### src/rtl/ram64_arbiter.sv
// Two-port round-robin arbiter sharing one 64x16 ram64 between two level-req / pulse-ack requesters.
// Each transaction is IDLE -> ACCESS (one RAM cycle) -> DONE (ack + read data), so grants are 3 cycles apart.
module ram64_arbiter #(
    parameter int ADDR_W = 6,
    parameter int DATA_W = 16
) (
    input  logic              clk,
    input  logic              rst_n,
    input  logic              req0,
    input  logic              we0,
    input  logic [ADDR_W-1:0] addr0,
    input  logic [DATA_W-1:0] wdata0,
    output logic              ack0,
    output logic [DATA_W-1:0] rdata0,
    input  logic              req1,
    input  logic              we1,
    input  logic [ADDR_W-1:0] addr1,
    input  logic [DATA_W-1:0] wdata1,
    output logic              ack1,
    output logic [DATA_W-1:0] rdata1,
    output logic              mem_load,
    output logic [ADDR_W-1:0] mem_address,
    output logic [DATA_W-1:0] mem_data_in,
    input  logic [DATA_W-1:0] mem_data_out,
    output logic              busy,
    output logic              grant
);

    typedef enum logic [1:0] {IDLE, ACCESS, DONE} state_t;

    state_t              state_q, state_d;
    logic                lat_we_q, lat_we_d;
    logic [ADDR_W-1:0]   lat_addr_q, lat_addr_d;
    logic [DATA_W-1:0]   lat_wdata_q, lat_wdata_d;
    logic [DATA_W-1:0]   rdata_q, rdata_d;
    logic                last_grant_q, last_grant_d;
    logic                grant_q, grant_d;
    logic                win_any;
    logic                winner;

    always_ff @(posedge clk) begin
        if (!rst_n) begin
            state_q      <= IDLE;
            lat_we_q     <= 1'b0;
            lat_addr_q   <= '0;
            lat_wdata_q  <= '0;
            rdata_q      <= '0;
            last_grant_q <= 1'b1;
            grant_q      <= 1'b0;
        end else begin
            state_q      <= state_d;
            lat_we_q     <= lat_we_d;
            lat_addr_q   <= lat_addr_d;
            lat_wdata_q  <= lat_wdata_d;
            rdata_q      <= rdata_d;
            last_grant_q <= last_grant_d;
            grant_q      <= grant_d;
        end
    end

    // On a tie the port that did not win last time gets the slot.
    always_comb begin
        win_any = req0 | req1;
        if (req0 && req1) winner = ~last_grant_q;
        else              winner = req1;
    end

    always_comb begin
        state_d      = state_q;
        lat_we_d     = lat_we_q;
        lat_addr_d   = lat_addr_q;
        lat_wdata_d  = lat_wdata_q;
        rdata_d      = rdata_q;
        last_grant_d = last_grant_q;
        grant_d      = grant_q;
        case (state_q)
            IDLE: begin
                if (win_any) begin
                    lat_we_d     = winner ? we1 : we0;
                    lat_addr_d   = winner ? addr1 : addr0;
                    lat_wdata_d  = winner ? wdata1 : wdata0;
                    grant_d      = winner;
                    last_grant_d = winner;
                    state_d      = ACCESS;
                end
            end
            ACCESS: begin
                rdata_d = mem_data_out;
                state_d = DONE;
            end
            DONE:    state_d = IDLE;
            default: state_d = IDLE;
        endcase
    end

    // rst_n gating keeps a reset cycle from writing the RAM or acking a requester.
    always_comb begin
        mem_load    = (state_q == ACCESS) & lat_we_q & rst_n;
        mem_address = lat_addr_q;
        mem_data_in = lat_wdata_q;
        busy        = (state_q == ACCESS) | (state_q == DONE);
        grant       = grant_q;
        ack0        = (state_q == DONE) & ~grant_q & rst_n;
        ack1        = (state_q == DONE) & grant_q & rst_n;
        rdata0      = ack0 ? rdata_q : '0;
        rdata1      = ack1 ? rdata_q : '0;
    end

endmodule

### config.mk
export PLATFORM = sky130hd
export DESIGN_NAME = ram64_arbiter
export DESIGN_NICKNAME = d
export VERILOG_FILES = /design/src/rtl/ram64_arbiter.sv
export SDC_FILE = /design/constraint.sdc
export NUM_CORES = 1
export LEC_CHECK = 0
export ABC_AREA = 1
export BUFFER_PORTS_ARGS = -buffer_cell sky130_fd_sc_hd__buf_2
export CAP_MARGIN = 10
export CORE_MARGIN = 2
export CORE_UTILIZATION = 45
export CTS_CLUSTER_DIAMETER = 30
export DETAILED_ROUTE_END_ITERATION = 10
export GPL_ROUTABILITY_DRIVEN = 1
export PLACE_DENSITY = 0.82
export SLEW_MARGIN = 20
export SYNTH_ARGS = -nofsm -noshare
export SYNTH_HDL_FRONTEND = slang
export SYNTH_SLANG_ARGS = --single-unit
### constraint.sdc
create_clock -name clk -period 3.3 [get_ports clk]
set_clock_uncertainty 0.15 [all_clocks]
set_input_delay 0.165 -clock clk [delete_from_list [all_inputs] [get_ports clk]]
set_output_delay 0.165 -clock clk [all_outputs]
set_load 0.03 [all_outputs]
== Word-level counts from Yosys, hierarchy flattened ==
Index checks and enable logic that the tools add are counted.
Widths: inputs -> output; s select.
Word-level totals
  output and inout port bits: 59
  memories: 0
  memory bits (writable): 0
  bits in read-only memories: 0
  input bits: 66
  register bits after elaboration: 43
  bits in latches: 0
Cells by class
  mux-type cells: 8
  equality and inequality tests: 3
  add/subtract/negate cells: 0
  order comparisons: 0
  div/mod/pow operators: 0
  bitwise gates (word level): 10
  shift-type cells: 0
  reduce and logical (&&, ||, !) cells: 3
  $mul: 0
Operators by type and width (count)
  $mux 16: 3
  $and 1x1->1: 6
  $mux 6: 1
  $pmux 2 s2: 1
  $eq 2x1->1 const B: 1
  $eq 2x2->1 const B: 1
  $logic_not 2->1: 1
  $mux 1: 2
  $mux 2: 1
  $ne 2x2->1 const B: 1
  $not 1->1: 2
  $or 1x1->1: 2
  $reduce_and 2->1: 1
  $logic_and 1x1->1: 1

== Longest topological paths before layout ==
  depth in word-level cells: 4
  gate-level depth with buffers: 8
  gate-level depth less buffers: 7

== Worst setup path before layout ==
No wires, ideal clock.
  kind: register to output
  from: register grant_q, in the netlist grant
  to: output rdata1[10]
  required time: 2.985 ns
  cell stages (with the launch flop): 4
  arrival time: 1.413 ns
  buffers on the path: 1
  path slack: 1.572 ns
  cell sequence: dfxtp_1 > nand3_1 > buf_2 > nor2_1
On the way
  word-level cells in the longest chain between the ends: 3
Ends and longest elaborated chain
  from (decl): RTL line 37  | logic grant_q, grant_d;
  from (signal assigned): RTL line 57  | grant_q <= grant_d;
  $and 1x1->1 (2 in series): RTL line 104  | ack1 = (state_q == DONE) & grant_q & rst_n;
  $mux 16: RTL line 106  | rdata1 = ack1 ? rdata_q : '0;
  to (decl): RTL line 20  | output logic [DATA_W-1:0] rdata1,
Every way passes these cells.

== Worst setup path in the final report ==
  from: register state_q[0]
  to: output rdata1[0]
On the way
  word-level cells in the longest chain between the ends: 4
Ends and longest elaborated chain
  from (decl): RTL line 31  | state_t state_q, state_d;
  from (signal assigned): RTL line 51  | state_q <= state_d;
  $eq 2x2->1: RTL line 104
  $and 1x1->1 (2 in series): RTL line 104
  $mux 16: RTL line 106
Every way passes these cells.

==> reports/qor.txt <==
share of final-layout standard cells stronger than drive strength 1 = 30.0%
result of the run = completed
dominant cell type by area after synthesis = dfxtp_1
hpwl dp = 3.55 mm
drt first-iter violations = 80
total global routing overflow = 0
path category of the worst min-delay check = in -> reg
sequential area share after synthesis = 40.7%
number of antenna violations at the first check in global routing = 0
mean number of vias per cell = 4.47
largest fanout on the critical path = 17
Data required, critical path = 2980 ps
CTS tree = yes
post-CTS repair timing setup buffer count = 0
effective utilization at floorplan = 47.6%
clock tree sinks = 43
total number of vias = 2230
Diodes inserted = 0
Peak supply drop = 0.000308 V
area of the mapped netlist = 2120 sq um
number of gates given a new drive strength after cts = 0
hold path endpoint = rdata_q[10]$_SDFFE_PN0N_
Power Dens Cells = 456 nW/um^2
via count of the first global-routing pass = 1974
number of cells on the worst hold path = 3
final weighted congestion in routability-driven placement = 0.703
largest cells by area after synthesis = dfxtp_1 (41%), nor2_1 (18%), nand2_1 (9.4%)
footprint of the flip-flops and latches = 861 sq um
detailed-route wire length = 4.87 mm
critical setup path kind = reg -> out
post-route DRC violation count = 0
clock transition at the registers of the reported paths = 70 ps
CP Launch Type = register
Top Ports = 125
routed len/inst = 9.76 um
Yosys warning count = 0
Worst R2R End = mem_data_in[4]$_SDFFE_PN0P_
die span in y = 72.6 um
cts hold-fix bufs = 0
Clock Root Buffer = clkbuf_8
DP Worst Slack = 1500 ps
TNS Setup = 0 ps
global router's overall resource usage = 19.3%
leading cell type in the layout, fill and taps excluded = buf_2
first-pass GRT wire length = 8.18 mm
Post-Syn Instances = 334
actual slew at the worst max-slew pin = 751 ps
final setup violation count = 0
TritonRoute pass-1 iters = 4
proportion of netlist area held by the largest area contributor = 40.7%
cts bufs inserted = 5
horizontal die dimension = 72.6 um
core region area = 4440 sq um
maximum number of pins on one net before global-route repair = 47
maximum number of buffers from clock root to sink = 2
Worst Setup Slack, final = 1200 ps
startpoint of the tightest hold check path = mem_data_out[10]
layout-stage area growth over the synthesis result = 32.0%
RSZ-0062 raised after global routing = no
Die ar. = 5270 sq um
ratio of final minimum period to clock period = 63.6%
kind of capture point of the worst setup path = output pin
nets in the synthesized netlist = 404
Unique masters post-synth = 18
r2r worst-path depth = 7
leakage power of the design = 1.60 nW
Final Hold Violating Endpoints = 0
fin nets = 518
internal reg-to-reg setup slack = 1500 ps
R2R Path Start = state_q[0]$_SDFFE_PN0P_
highest-count cells in the layout ignoring fill and taps = buf_2 (124), nor2_1 (103), nand2_1 (53), inv_1 (46), dfxtp_1 (43)
number of placement rows = 24
post-route minimum period = 2100 ps
number of H-tree levels = 2
final-layout fill cell count = 400
area of the multi-input gates = 991 sq um
max_cap viols = 0
highest clock frequency the design can meet = 477 MHz
Synth Register Bits = 43
worst relative slew slack = 49.9%
arrival time at the worst endpoint = 1780 ps
mean cell area of the mapped netlist = 6.34 sq um
Clk Latency, worst-skew pair = 280 ps
count of buffers inserted at the top-level ports = 124
count of antenna-violating nets left after detailed routing = 0
number of slew-limit violations in the final report = 0
cells in the mapped netlist:
master	instances
nor2_1	103
nand2_2	1
o21ai_0	37
nand2_1	53
buf_2	6
nand3_1	4
buf_4	3
o21ai_1	3
inv_2	1
inv_1	46
clkbuf_2	2
clkbuf_1	7
ha_1	4
dfxtp_1	43
nor2_8	1
a211oi_1	1
a21oi_1	18
nor2_4	1
worst max path at each step:
stage                            start    endpoint  slack (ps)  cells past startpoint
2_1_floorplan       grant$_SDFFE_PN0P_  rdata1[10]        1570                      3
3_3_place_gp   state_q[0]$_SDFFE_PN0P_   rdata1[2]        1570                      5
3_5_place_dp   state_q[0]$_SDFFE_PN0P_   rdata1[0]        1500                      5
4_1_cts        state_q[0]$_SDFFE_PN0P_   rdata1[0]        1180                      5
5_1_grt        state_q[0]$_SDFFE_PN0P_   rdata1[2]        1050                      5
6_report       state_q[0]$_SDFFE_PN0P_   rdata1[0]        1200                      5
flip-flops by register name, indices dropped and copies added, names as in the netlist:
| register | count |
|---|---|
| state_q | 2 |
| mem_data_in | 16 |
| last_grant_q | 1 |
| lat_we_q | 1 |
| grant | 1 |
| rdata_q | 16 |
| mem_address | 6 |
final cells by class:
cell class / instances / share of cell area (%)
sequential: 43 / 30.8
inverter: 47 / 6.31
clock buffer: 6 / 2.60
timing repair buffer: 125 / 22.5
tap: 52 / 2.33
multi-input combinational: 226 / 35.5
critical path, cell delays in order (launching register included):
cell and delay, ps:
dfxtp_1 340, inv_1 110, ha_1 170, nand3_1 430
nor2_1 220, buf_2 220
layer usage:
metal,wire length (um),global-route usage (%),vias up
li1,-,-,1232
met1,2310,22.9,899
met2,2080,32.8,97
met3,461,6.49,2
met4,23,6.17,0
met5,0,0,-
power breakdown:
| group | switching, mW | internal [mW] | total (mW) |
|---|---|---|---|
| sequential | 0.0251 | 0.583 | 0.609 |
| clock | 0.152 | 0.141 | 0.293 |
| combinational | 0.252 | 0.121 | 0.373 |
metrics by stage:
step | total power, mW | hold WS, ps | instance area, sq um | cells | utilization [%]
after CTS | 1.29 | 7.76 | 2790 | 499 | 62.9
after global routing | 1.37 | 7.51 | 2790 | 499 | 62.9
after detailed placement | 0.995 | 306 | 2720 | 493 | 61.2
after floorplan | 0.890 | 197 | 2120 | 334 | -
after global placement | 0.987 | 293 | 2720 | 493 | 61.2
final | 1.27 | 15.7 | 2790 | 499 | 62.9
cell families (layout without fill, tap and decap cells):
group                    count (synthesis)  after routing  synth area share [%]
adder cells (fa/ha/maj)                  4              4                  2.36
flip-flops                              43             43                  40.7
buffers and inverters                   65            178                  12.5
AO/OA/AOI/OAI                           59             59                  14.1
AND/OR/NAND/NOR                        163            163                  30.4
Power figures use the tool's default switching activity.
